--- src/rtl/mips_instr_encoder.sv ---
// Encodes symbolic MIPS instructions into 32-bit words and writes them to consecutive imem word addresses.
// Latency 1 from in_valid&&in_ready to imem_we; in_ready drops while a written word waits on imem_ready.
module mips_instr_encoder #(
    parameter int ADDR_W    = 8,
    parameter int ERR_CNT_W = 8
) (
    input  logic                 clk,
    input  logic                 rst_n,
    input  logic                 start,
    input  logic [31:0]          base_pc,
    input  logic                 finish,
    input  logic                 in_valid,
    output logic                 in_ready,
    input  logic [4:0]           op_sel,
    input  logic [4:0]           rs,
    input  logic [4:0]           rt,
    input  logic [4:0]           rd,
    input  logic [4:0]           shamt,
    input  logic [15:0]          imm,
    input  logic [31:0]          target,
    output logic                 imem_we,
    input  logic                 imem_ready,
    output logic [ADDR_W-1:0]    imem_addr,
    output logic [31:0]          imem_wdata,
    output logic                 busy,
    output logic                 done,
    output logic                 full,
    output logic                 err,
    output logic [ERR_CNT_W-1:0] err_cnt,
    output logic [31:0]          err_pc
);

    typedef enum logic [1:0] {IDLE, RUN, DRAIN, DONE} state_t;

    state_t      state, state_nxt;
    logic [31:0] pc, pc4, diff, word;
    logic [5:0]  funct, opcode;
    logic        reject, accept, write, last, load, const_shift;

    assign pc4         = pc + 32'd4;
    assign diff        = target - pc4;
    assign in_ready    = (state == RUN) && (!imem_we || imem_ready);
    assign accept      = in_valid && in_ready;
    assign write       = accept && !reject;
    assign last        = (pc[ADDR_W+1:2] == {ADDR_W{1'b1}});
    assign load        = start && ((state == IDLE) || (state == DONE));
    assign busy        = (state == RUN) || (state == DRAIN);
    assign done        = (state == DONE);
    assign const_shift = (op_sel == 5'd10) || (op_sel == 5'd11) || (op_sel == 5'd12);

    always_comb begin
        funct  = 6'd0;
        opcode = 6'd0;
        case (op_sel)
            5'd0:  funct  = 6'b100000;
            5'd1:  funct  = 6'b100001;
            5'd2:  funct  = 6'b100010;
            5'd3:  funct  = 6'b100011;
            5'd4:  funct  = 6'b100100;
            5'd5:  funct  = 6'b100101;
            5'd6:  funct  = 6'b100110;
            5'd7:  funct  = 6'b100111;
            5'd8:  funct  = 6'b101010;
            5'd9:  funct  = 6'b101011;
            5'd10: funct  = 6'b000000;
            5'd11: funct  = 6'b000010;
            5'd12: funct  = 6'b000011;
            5'd13: funct  = 6'b000100;
            5'd14: funct  = 6'b000110;
            5'd15: funct  = 6'b000111;
            5'd16: funct  = 6'b001000;
            5'd17: opcode = 6'b100011;
            5'd18: opcode = 6'b101011;
            5'd19: opcode = 6'b000100;
            5'd20: opcode = 6'b000101;
            5'd21: opcode = 6'b000001;
            5'd22: opcode = 6'b001000;
            5'd23: opcode = 6'b001001;
            5'd24: opcode = 6'b001100;
            5'd25: opcode = 6'b001101;
            5'd26: opcode = 6'b001110;
            5'd27: opcode = 6'b001010;
            5'd28: opcode = 6'b001011;
            5'd29: opcode = 6'b000010;
            5'd30: opcode = 6'b000011;
            default: opcode = 6'b001111;
        endcase
    end

    // Branch offsets must fit the signed 18-bit byte range; jumps must stay in the pc+4 256 MB region.
    always_comb begin
        word   = 32'd0;
        reject = 1'b0;
        if (!op_sel[4]) begin
            word = {6'd0, const_shift ? 5'd0 : rs, rt, rd, const_shift ? shamt : 5'd0, funct};
        end else if (op_sel == 5'd16) begin
            word = {6'd0, rs, 15'd0, funct};
        end else if ((op_sel == 5'd19) || (op_sel == 5'd20) || (op_sel == 5'd21)) begin
            word   = {opcode, rs, (op_sel == 5'd21) ? 5'd1 : rt, diff[17:2]};
            reject = (target[1:0] != 2'b00) || (diff[31:17] != {15{diff[17]}});
        end else if ((op_sel == 5'd29) || (op_sel == 5'd30)) begin
            word   = {opcode, target[27:2]};
            reject = (target[1:0] != 2'b00) || (target[31:28] != pc4[31:28]);
        end else begin
            word = {opcode, (op_sel == 5'd31) ? 5'd0 : rs, rt, imm};
        end
    end

    always_comb begin
        state_nxt = state;
        case (state)
            IDLE:    if (start) state_nxt = RUN;
            RUN:     if (finish || (write && last)) state_nxt = DRAIN;
            DRAIN:   if (!imem_we) state_nxt = DONE;
            DONE:    if (start) state_nxt = RUN;
            default: state_nxt = IDLE;
        endcase
    end

    always_ff @(posedge clk or negedge rst_n) begin
        if (!rst_n) begin
            state <= IDLE;
        end else begin
            state <= state_nxt;
        end
    end

    always_ff @(posedge clk or negedge rst_n) begin
        if (!rst_n) begin
            pc         <= 32'd0;
            imem_we    <= 1'b0;
            imem_addr  <= '0;
            imem_wdata <= 32'd0;
            full       <= 1'b0;
            err        <= 1'b0;
            err_cnt    <= '0;
            err_pc     <= 32'd0;
        end else begin
            if (load) begin
                pc      <= {base_pc[31:2], 2'b00};
                full    <= 1'b0;
                err     <= 1'b0;
                err_cnt <= '0;
                err_pc  <= 32'd0;
            end
            if (write) begin
                imem_we    <= 1'b1;
                imem_wdata <= word;
                imem_addr  <= pc[ADDR_W+1:2];
                pc         <= pc4;
                if (last) full <= 1'b1;
            end else if (imem_ready) begin
                imem_we <= 1'b0;
            end
            if (accept && reject) begin
                err <= 1'b1;
                if (!err) err_pc <= pc;
                if (err_cnt != {ERR_CNT_W{1'b1}}) err_cnt <= err_cnt + 1'b1;
            end
        end
    end

endmodule

--- config.mk ---
export PLATFORM = sky130hd
export DESIGN_NAME = mips_instr_encoder
export DESIGN_NICKNAME = d
export VERILOG_FILES = /design/src/rtl/mips_instr_encoder.sv
export SDC_FILE = /design/constraint.sdc
export NUM_CORES = 1
export LEC_CHECK = 0
export CAP_MARGIN = 5
export CORE_MARGIN = 2
export CORE_UTILIZATION = 56
export CTS_BUF_LIST = sky130_fd_sc_hd__clkbuf_4 sky130_fd_sc_hd__clkbuf_8 sky130_fd_sc_hd__clkbuf_16
export CTS_CLUSTER_DIAMETER = 40
export CTS_CLUSTER_SIZE = 25
export DETAILED_ROUTE_END_ITERATION = 16
export GPL_TIMING_DRIVEN = 1
export PLACE_DENSITY = 0.94
export SYNTH_ARGS = -nofsm -noshare
export SYNTH_HDL_FRONTEND = slang
export SYNTH_SLANG_ARGS = --single-unit
--- constraint.sdc ---
create_clock -name clk -period 15.31 [get_ports clk]
set_input_delay 4.593 -clock clk [delete_from_list [all_inputs] [get_ports clk]]
set_output_delay 4.593 -clock clk [all_outputs]
set_load 0.02 [all_outputs]
==> impl_metrics.yaml, run 1 <==
logic_synthesis:
  synth_cells: 1059
  async_reset_ff_share_pct: 100
  synth_edf_count: 0
  yosys.area.top_type: "dfrtp_1"
  synth_fp_nets: 1187
  yosys_warnings: 0
  synth.top_cells.by_count: "nand2_1, dfrtp_1, nor2_1"
  ys_top_cells_by_area: "dfrtp_1, nand2_1, mux2i_1"
  ys_types: 88
  synth_most_common_cell: "nand2_1"
  netlist_area_mm2: 0.00884
  ys_seq_elements: 114
  synth-seq-area-share_pct: 32.3
  ys.flop_type: "dfrtp_1"
  yosysTopAreaCellShare_pct: 32.3
  avgSynthCellArea_um2: 8.35
timing:
  drv_slew: 0
  rsz0062_at_grt: "false"
  worst_pin_slew_ps: 1180
  period_share_pct: 68.7
  fin_skew_ps: 9.68
  setup_slack_ps: 4790
  setup-tns-final_ps: 0
  finalHoldViolations: 0
  layout_min_cycle_time_ps: 10520
  setup_violations: 0
  max-slew-margin-rel_pct: 21.1
  fmax_mhz: 95.0
power:
  power_density_mw_per_mm2: 190
  leakagePower_nw: 4.90
  ir_drop_v: 0.000127
  p_clk_share_pct: 18.1
  power_switching_w: 0.000970
  internal_power_w: 0.00118
  seqPwrFrac_pct: 25.4
  switching_share_pct: 45.2
  pwr-share-comb_pct: 56.5
floorplanning:
  die_h_um: 130
  num_rows: 45
  ios: 197
  die_w_um: 130
  dieArea_mm2: 0.0168
  initial_utilization_pct: 57.7
  core_region_area_mm2: 0.0153
route:
  ant_nets: 0
  top_layer_used: "met4"
  drt-total-wl_mm: 27.6
  routed_via_density: 6.27
  drt-pass1-iter-count: 7
  met1Wirelength_mm: 11.1
  wire_per_inst_um: 19.3
  via_count: 8948
  dr_wl_met2_mm: 12.9
  drc: 0
  dr_wl_met3_mm: 2.87
  drt_iter0_drc: 758
worst_setup_path:
  end_kind: "primary output"
  cp.required_ps: 10720
  critical_path_class: "primary input to primary output"
  cp.arrival_ps: 5930
  worstReg2RegStart: "pc[2]$_DFFE_PN0P_"
  cp-startpoint: "imem_ready"
  start_kind: "primary input"
  worst-path-max-fanout: 2
placement:
  gp_congestion: 0.938
  place_ws_ps: 4570
  dpl.hpwl_mm: 19.5
  port_buffers: 193
  place_inst: 1396
global_routing:
  grt-ovfl-total: 0
  grt_pass1_vias: 8645
  antenna_found_initial: 0
  grt_start_max_net_pins: 64
  grt_pass1_wl_mm: 44.1
  gr-usage-all-layers_pct: 33.5
finish:
  diodes: 0
  n_fill_cell: 1096
  stdcell_count: 1428
  area_growth_pct: 28.0
  regArea_mm2: 0.00285
  multi_input_area_mm2: 0.00545
  fin_nets: 1332
  drive_gt1_share_pct: 7.72
clock_tree:
  ctsHoldBuffers: 0
  ctsResizeCount: 0
  clockBufferDepth: 2
  post_cts_buffers: 0
  numClockSinks: 114
  htree_num_levels: 4
  cts_tree: "done"
  clkTransAtPathRegs_ps: 60
  root_buffer: "clkbuf_16"
  insertion_delay_ps: 420
  numCtsBuffers: 17
hold_path:
  holdCritStartpoint: "imem_wdata[1]$_DFFE_PN0N_"
  hp-class: "flop to flop"
run_status:
  status: "finished, final reports clean"
flow_run:
  cap_violations: 0
-- routing by layer --
metal,GRT usage [%],up-vias
li1,-,4084
met1,43.9,4263
met2,53.0,533
met3,9.12,68
met4,13.0,0
met5,0,-
-- worst max-delay path, cell delays in order --
cell,delay [ps]
clkdlybuf4s50_1,450
nand2b_1,120
and2_1,160
clkdlybuf4s50_1,600
-- cell type report --
type                    instances  area share, %
multi-input cells             817           48.1
flip-flops and latches        114           25.2
repair buffers                200           17.5
clock buffers                  21           4.13
well taps                     211           2.33
inverters                      54           1.79
clock inverters                11          0.928
-- cell families (layout without fill, tap and decap cells) --
group	Yosys count	count (layout)	synth area share (%)
other	1	1	0.0424
and+or+nand+nor	395	395	22.1
DFF	114	114	32.3
muxes	63	63	7.74
buffers and inverters	128	286	6.34
adders and majority gates	29	29	3.78
AOI/OAI and AO/OA	260	260	20.1
xor gates and xnor gates	69	69	7.63
-- placed cells by master (no fill, tap or decap), drive strengths merged, types with 19 or more instances in the layout --
master and count:
nand2 130, xnor2 51, clkbuf 21, nor2 85
clkdlybuf4s50 192, nand3 40, mux2 19, and3 22
inv 56, dfrtp 114, o21ai 47, a21oi 75
nor3 24, mux2i 44
-- power by group through the flow --
stage	clock network (W)	logic, W	registers [W]
6_report	0.000389	0.00121	0.000544
5_1_grt	0.000405	0.00131	0.000556
3_5_place_dp	0	0.00117	0.000539
3_3_place_gp	0	0.00114	0.000532
2_1_floorplan	0	0.000770	0.000572
4_1_cts	0.000389	0.00120	0.000538
-- per-stage QoR --
stage / hold slack [ps] / total power, W / utilization (%) / cell area (µm²)
detailed placement: 471 / 0.00171 / 70.2 / 10700
global route: 493 / 0.00227 / 73.9 / 11300
floorplan: 515 / 0.00134 / - / 8840
CTS: 484 / 0.00212 / 73.9 / 11300
finish: 487 / 0.00215 / 73.9 / 11300
global placement: 461 / 0.00167 / 70.2 / 10700
-- registers in the layout (all words and copies together) (netlist names) --
signal,count
imem_wdata,31
err_cnt,8
err_pc,32
state,2
err,1
full,1
imem_addr,8
pc,30
imem_we,1
-- path summary, 6_finish.rpt --
check	endpoint	slack (ps)	cells past startpoint
hold / removal	imem_wdata[1]$_DFFE_PN0N_	490	2
min in group asynchronous	pc[5]$_DFFE_PN0P_	4210	1
setup reg to reg	imem_wdata[0]$_DFFE_PN0N_	8090	18
setup / recovery	in_ready	4790	4
max in group asynchronous	err_pc[21]$_DFF_PN0_	9840	2
hold reg to reg	imem_wdata[1]$_DFFE_PN0N_	490	2
(Power assumes the default switching activity.)
==> inputs of run 2 (changes only) <==
CORE_UTILIZATION = 47   (was 56)
PLACE_DENSITY = 0.85   (was 0.94)
clock period = 9 ns   (was 15.31 ns; I/O delays follow)
==> run 2 against run 1 <==
Against the previous run:
- clock-buffer cell count decreased by 3
- global-route usage decreased by 6.5 points
- worst setup slack worse by 3700 ps
- via count fell by 4.3%
- final area grew 0.69%
- critical path depth grew 13
- core utilization shrank 13 points
- worst hold slack got worse by 6.8 ps
- critical endpoint is now pc[14]$_DFFE_PN0P_
- largest cell class unchanged
- highest routed layer unchanged
==> impl_metrics.yaml, run 2 (synthesis gave the netlist of run 1 again) <==
run_status:
  status: "finished, final reports clean"
global_routing:
  grt_start_max_net_pins: 79
  gr-usage-all-layers_pct: 27.0
  grt-ovfl-total: 0
  grt_pass1_vias: 8270
  grt_pass1_wl_mm: 42.9
  antenna_found_initial: 0
placement:
  dpl.hpwl_mm: 19.7
  port_buffers: 193
  gp_congestion: 0.934
  place_ws_ps: 763
hold_path:
  hp-class: "flop to flop"
flow_run:
  cap_violations: 0
timing:
  setup_violations: 0
  timing.hold.ws_ps: 480
  max-slew-margin-rel_pct: 32.6
  worst_pin_slew_ps: 1010
  rsz0062_at_grt: "false"
  fin_skew_ps: 11.9
  setup_slack_ps: 1130
  period_share_pct: 87.5
  layout_min_cycle_time_ps: 7870
  drv_slew: 0
  fmax_mhz: 127
  finalHoldViolations: 0
  setup-tns-final_ps: 0
worst_setup_path:
  cp.required_ps: 9300
  critical_path_class: "primary input to flop"
  cp_slowest_cell: "or4_4"
  end_kind: "flop"
  crit_chain: "clkdlybuf4s50_1 -> ha_1 -> o21a_1 -> o2111a_1 -> or2_2 -> or3b_1 -> a311o_1 -> a2111o_1 -> a31o_2 -> or4_4 -> and3_4 -> o21ai_1 -> nor2_1 -> o311ai_2 -> o22a_2 -> nand2_1 -> o221a_1"
  start_kind: "primary input"
  slowest_delay_ps: 490
  cp.arrival_ps: 8180
  worst-path-max-fanout: 17
route:
  drt-total-wl_mm: 26.6
  drt_iter0_drc: 624
  drt-pass1-iter-count: 5
  drc: 0
  ant_nets: 0
  routed_via_density: 5.88
  via_count: 8566
  wire_per_inst_um: 18.3
finish:
  largest_reg_flops: 32
  regMostFlops: "err_pc"
  fin_nets: 1337
  drive_gt1_share_pct: 8.10
  area_growth_pct: 28.9
  top_regs: "err_pc: 32 flops, imem_wdata: 31 flops, pc: 30 flops"
  diodes: 0
  layout_commonest_cell: "clkdlybuf4s50_1"
  n_fill_cell: 1598
  layout_common_cells: "clkdlybuf4s50_1, nand2_1, dfrtp_1"
clock_tree:
  ctsHoldBuffers: 0
  htree_num_levels: 4
  root_buffer: "clkbuf_16"
  post_cts_buffers: 0
  clockBufferDepth: 2
  cts_tree: "done"
  numCtsBuffers: 17
  insertion_delay_ps: 430
  clkTransAtPathRegs_ps: 60
  ctsResizeCount: 0
  numClockSinks: 114
floorplanning:
  die_h_um: 141
  dieArea_mm2: 0.0199
  initial_utilization_pct: 47.6
  core_region_area_mm2: 0.0186
  ios: 197
  num_rows: 50
  die_w_um: 141
power:
  leakagePower_nw: 4.94
  power.total_w: 0.00361
  ir_drop_v: 0.000188
  power_density_mw_per_mm2: 317
## run 2: report_power, final
part,switching [W],internal [W],leakage (nW)
Sequential,0.000208,0.000704,1.43
Combinational,0.00113,0.000901,3.23
Clock,0.000274,0.000390,0.278
Total,0.00161,0.00200,4.94
## run 2: worst paths after layout
path                                         endpoint  slack (ps)                  startpoint  cells past startpoint
max in group asynchronous          pc[26]$_DFFE_PN0P_        5370                       rst_n                      2
min                        imem_wdata[24]$_DFFE_PN0N_         480  imem_wdata[24]$_DFFE_PN0N_                      2
min reg2reg                imem_wdata[24]$_DFFE_PN0N_         480  imem_wdata[24]$_DFFE_PN0N_                      2
min in group asynchronous    imem_addr[6]$_DFFE_PN0N_        2240                       rst_n                      1
max                                pc[14]$_DFFE_PN0P_        1130                   target[2]                     17
max reg2reg                        pc[14]$_DFFE_PN0P_        2500           pc[2]$_DFFE_PN0P_                     16
## run 2: final cells by class
type                            instances  area (µm²)  area share, %
Sequential cell                       114        2850           25.0
Clock buffer                           18         439           3.85
Clock inverter                         14         133           1.16
Timing Repair Buffer                  205        2030           17.8
Tap cell                              234         293           2.57
Inverter                               54         203           1.78
Multi-Input combinational cell        817        5450           47.8
## run 2: per-layer routing
metal | global-route usage, % | vias up | wire, µm
li1 | - | 4099 | -
met2 | 42.5 | 347 | 12300
met1 | 36.3 | 4080 | 11700
met4 | 8.16 | 0 | 488
met5 | 0 | - | 0
met3 | 7.54 | 40 | 2070
## run 2: worst max-delay path, delay by kind of cell
family	cells	cell delay, ps
AO/OA/AOI/OAI	9	2920
buffers and inverters	1	440
AND/OR/NAND/NOR	6	1770
adder cells (fa/ha/maj)	1	330
## run 2: per-stage QoR
step / area (µm²) / instances / utilization [%]
6_report: 11400 / 1456 / 61.3
5_1_grt: 11400 / 1456 / 61.3
4_1_cts: 11400 / 1456 / 61.3
3_5_place_dp: 10800 / 1424 / 58.3
3_3_place_gp: 10800 / 1424 / 58.3
2_1_floorplan: 8840 / 1059 / -
==> inputs of run 3 (changes only) <==
RECOVER_POWER = 25   (was not set)
==> run 3 against run 2 <==
Against the previous run:
- the flow now finishes with violations (max-capacitance violations, max-slew violations)
- critical path depth stayed put
- die area is the same
- highest routed layer unchanged
- routed wire length rose by 0.26%
- register-to-register slack about the same
- largest cell class unchanged
- critical endpoint is now pc[6]$_DFFE_PN0P_
- maximum frequency about the same
- worst setup slack gained 2.3 ps
- clock power about the same
- clock skew decreased by 0.88 ps
- via count hardly changed
- final cell count stayed put
==> impl_metrics.yaml, run 3 (synthesis gave the netlist of run 1 again) <==
run_status:
  status: "finished with violations"
  violations: "max-capacitance violations, max-slew violations"
route:
  ant_nets: 0
  drt-total-wl_mm: 26.7
  drt-pass1-iter-count: 5
  routed_via_density: 5.89
  via_count: 8569
  wire_per_inst_um: 18.3
  drc: 0
  drt_iter0_drc: 620
floorplanning:
  ios: 197
  initial_utilization_pct: 47.6
  die_w_um: 141
  core_region_area_mm2: 0.0186
  num_rows: 50
  dieArea_mm2: 0.0199
  die_h_um: 141
global_routing:
  met2_usage_pct: 42.5
  antenna_found_initial: 0
  grt_pass1_vias: 8270
  busiest_layer: "met2"
  grt_start_max_net_pins: 79
  grt_use_met1_pct: 36.3
  use_met3_pct: 7.54
  grt_pass1_wl_mm: 42.9
  grt-ovfl-total: 0
  gr-usage-all-layers_pct: 27.0
timing:
  finalHoldViolations: 0
  period_share_pct: 87.5
  max-slew-margin-rel_pct: -38.0
  rsz0062_at_grt: "false"
  fmax_mhz: 127
  setup_violations: 0
  drv_slew: 117
  fin_skew_ps: 11.0
  setup-tns-final_ps: 0
  worst_pin_slew_ps: 2070
  layout_min_cycle_time_ps: 7870
finish:
  regMostFlops: "err_pc"
  area_growth_pct: 28.8
  drive_gt1_share_pct: 8.02
  layout_common_cells: "clkdlybuf4s50_1, nand2_1, dfrtp_1"
  diodes: 0
  largest_reg_flops: 32
  top_regs: "err_pc: 32 flops, imem_wdata: 31 flops, pc: 30 flops"
  layout_commonest_cell: "clkdlybuf4s50_1"
  utilization_pct: 61.3
  fin_nets: 1337
worst_setup_path:
  critical_path_class: "primary input to flop"
  start_kind: "primary input"
  cp.arrival_ps: 8180
  critPathCapture: "pc[6]$_DFFE_PN0P_"
  worst-path-max-fanout: 17
  cp.required_ps: 9310
  r2r_end: "pc[6]$_DFFE_PN0P_"
  worstReg2RegStart: "pc[2]$_DFFE_PN0P_"
  reg2regPathDepth: 16
  rrSetupSlack_ps: 2500
  slowest_delay_ps: 490
  cp_slowest_cell: "or4_4"
  end_kind: "flop"
  crit_chain: "clkdlybuf4s50_1 -> ha_1 -> o21a_1 -> o2111a_1 -> or2_2 -> or3b_1 -> a311o_1 -> a2111o_1 -> a31o_2 -> or4_4 -> and3_4 -> o21ai_1 -> nor2_1 -> o311ai_2 -> o22a_2 -> nand2_1 -> o221a_1"
  cp-startpoint: "target[2]"
clock_tree:
  cts_tree: "done"
  insertion_delay_ps: 430
  numCtsBuffers: 17
  root_buffer: "clkbuf_16"
  ctsHoldBuffers: 0
  clockBufferDepth: 2
  numClockSinks: 114
  ctsResizeCount: 0
  post_cts_buffers: 0
  clkTransAtPathRegs_ps: 60
  htree_num_levels: 4
power:
  leakagePower_nw: 4.94
  power.total_w: 0.00361
  power_density_mw_per_mm2: 317
  ir_drop_v: 0.000187
placement:
  gp_congestion: 0.934
  dpl.hpwl_mm: 19.7
  port_buffers: 193
flow_run:
  cap_violations: 2
hold_path:
  hp-class: "flop to flop"
## run 3: worst max-delay path, delay by kind of cell
family | cells | cell delay (ps)
buf+inv | 1 | 450
fa+ha+maj | 1 | 330
compound gates | 9 | 2910
simple gates | 6 | 1760
## run 3: how the worst min path moves through the flow
stage / startpoint / to / slack [ps] / cells past startpoint
CTS: imem_wdata[24]$_DFFE_PN0N_ / imem_wdata[24]$_DFFE_PN0N_ / 480 / 2
finish: imem_wdata[24]$_DFFE_PN0N_ / imem_wdata[24]$_DFFE_PN0N_ / 480 / 2
floorplan: state[0]$_DFFE_PN0P_ / state[0]$_DFFE_PN0P_ / 520 / 2
global route: imem_addr[2]$_DFFE_PN0N_ / imem_addr[2]$_DFFE_PN0N_ / 510 / 1
global placement: imem_wdata[21]$_DFFE_PN0N_ / imem_wdata[21]$_DFFE_PN0N_ / 460 / 2
detailed placement: imem_wdata[24]$_DFFE_PN0N_ / imem_wdata[24]$_DFFE_PN0N_ / 470 / 2
## run 3: metrics by stage
step                hold slack, ps  instance area (µm²)  std cells  setup slack [ps]
floorplan                      515                 8840       1059              2080
finish                         481                11400       1456              1130
global placement               460                10800       1424               788
CTS                            483                11400       1456              1190
global route                   512                11400       1456               838
detailed placement             470                10800       1424               763
## run 3: where the power goes
part / total, W / switching (W) / internal, W
Combinational: 0.00203 / 0.00113 / 0.000901
Clock: 0.000664 / 0.000274 / 0.000390
Sequential: 0.000913 / 0.000208 / 0.000704
Total: 0.00361 / 0.00161 / 0.00200
## run 3: layer usage
layer | share of wire [%] | up-vias
li1 | - | 4102
met1 | 44 | 4080
met2 | 46 | 346
met3 | 8.1 | 41
met4 | 1.9 | 0
met5 | 0 | -
## run 3: layout make-up
| cell class | count | area, µm² |
|---|---|---|
| Inverter | 54 | 203 |
| Clock inverter | 14 | 133 |
| Tap cell | 234 | 293 |
| Timing Repair Buffer | 205 | 2030 |
| Fill cell | 1601 | 7190 |
| Clock buffer | 18 | 439 |
| Sequential cell | 114 | 2850 |
| Multi-Input combinational cell | 817 | 5450 |
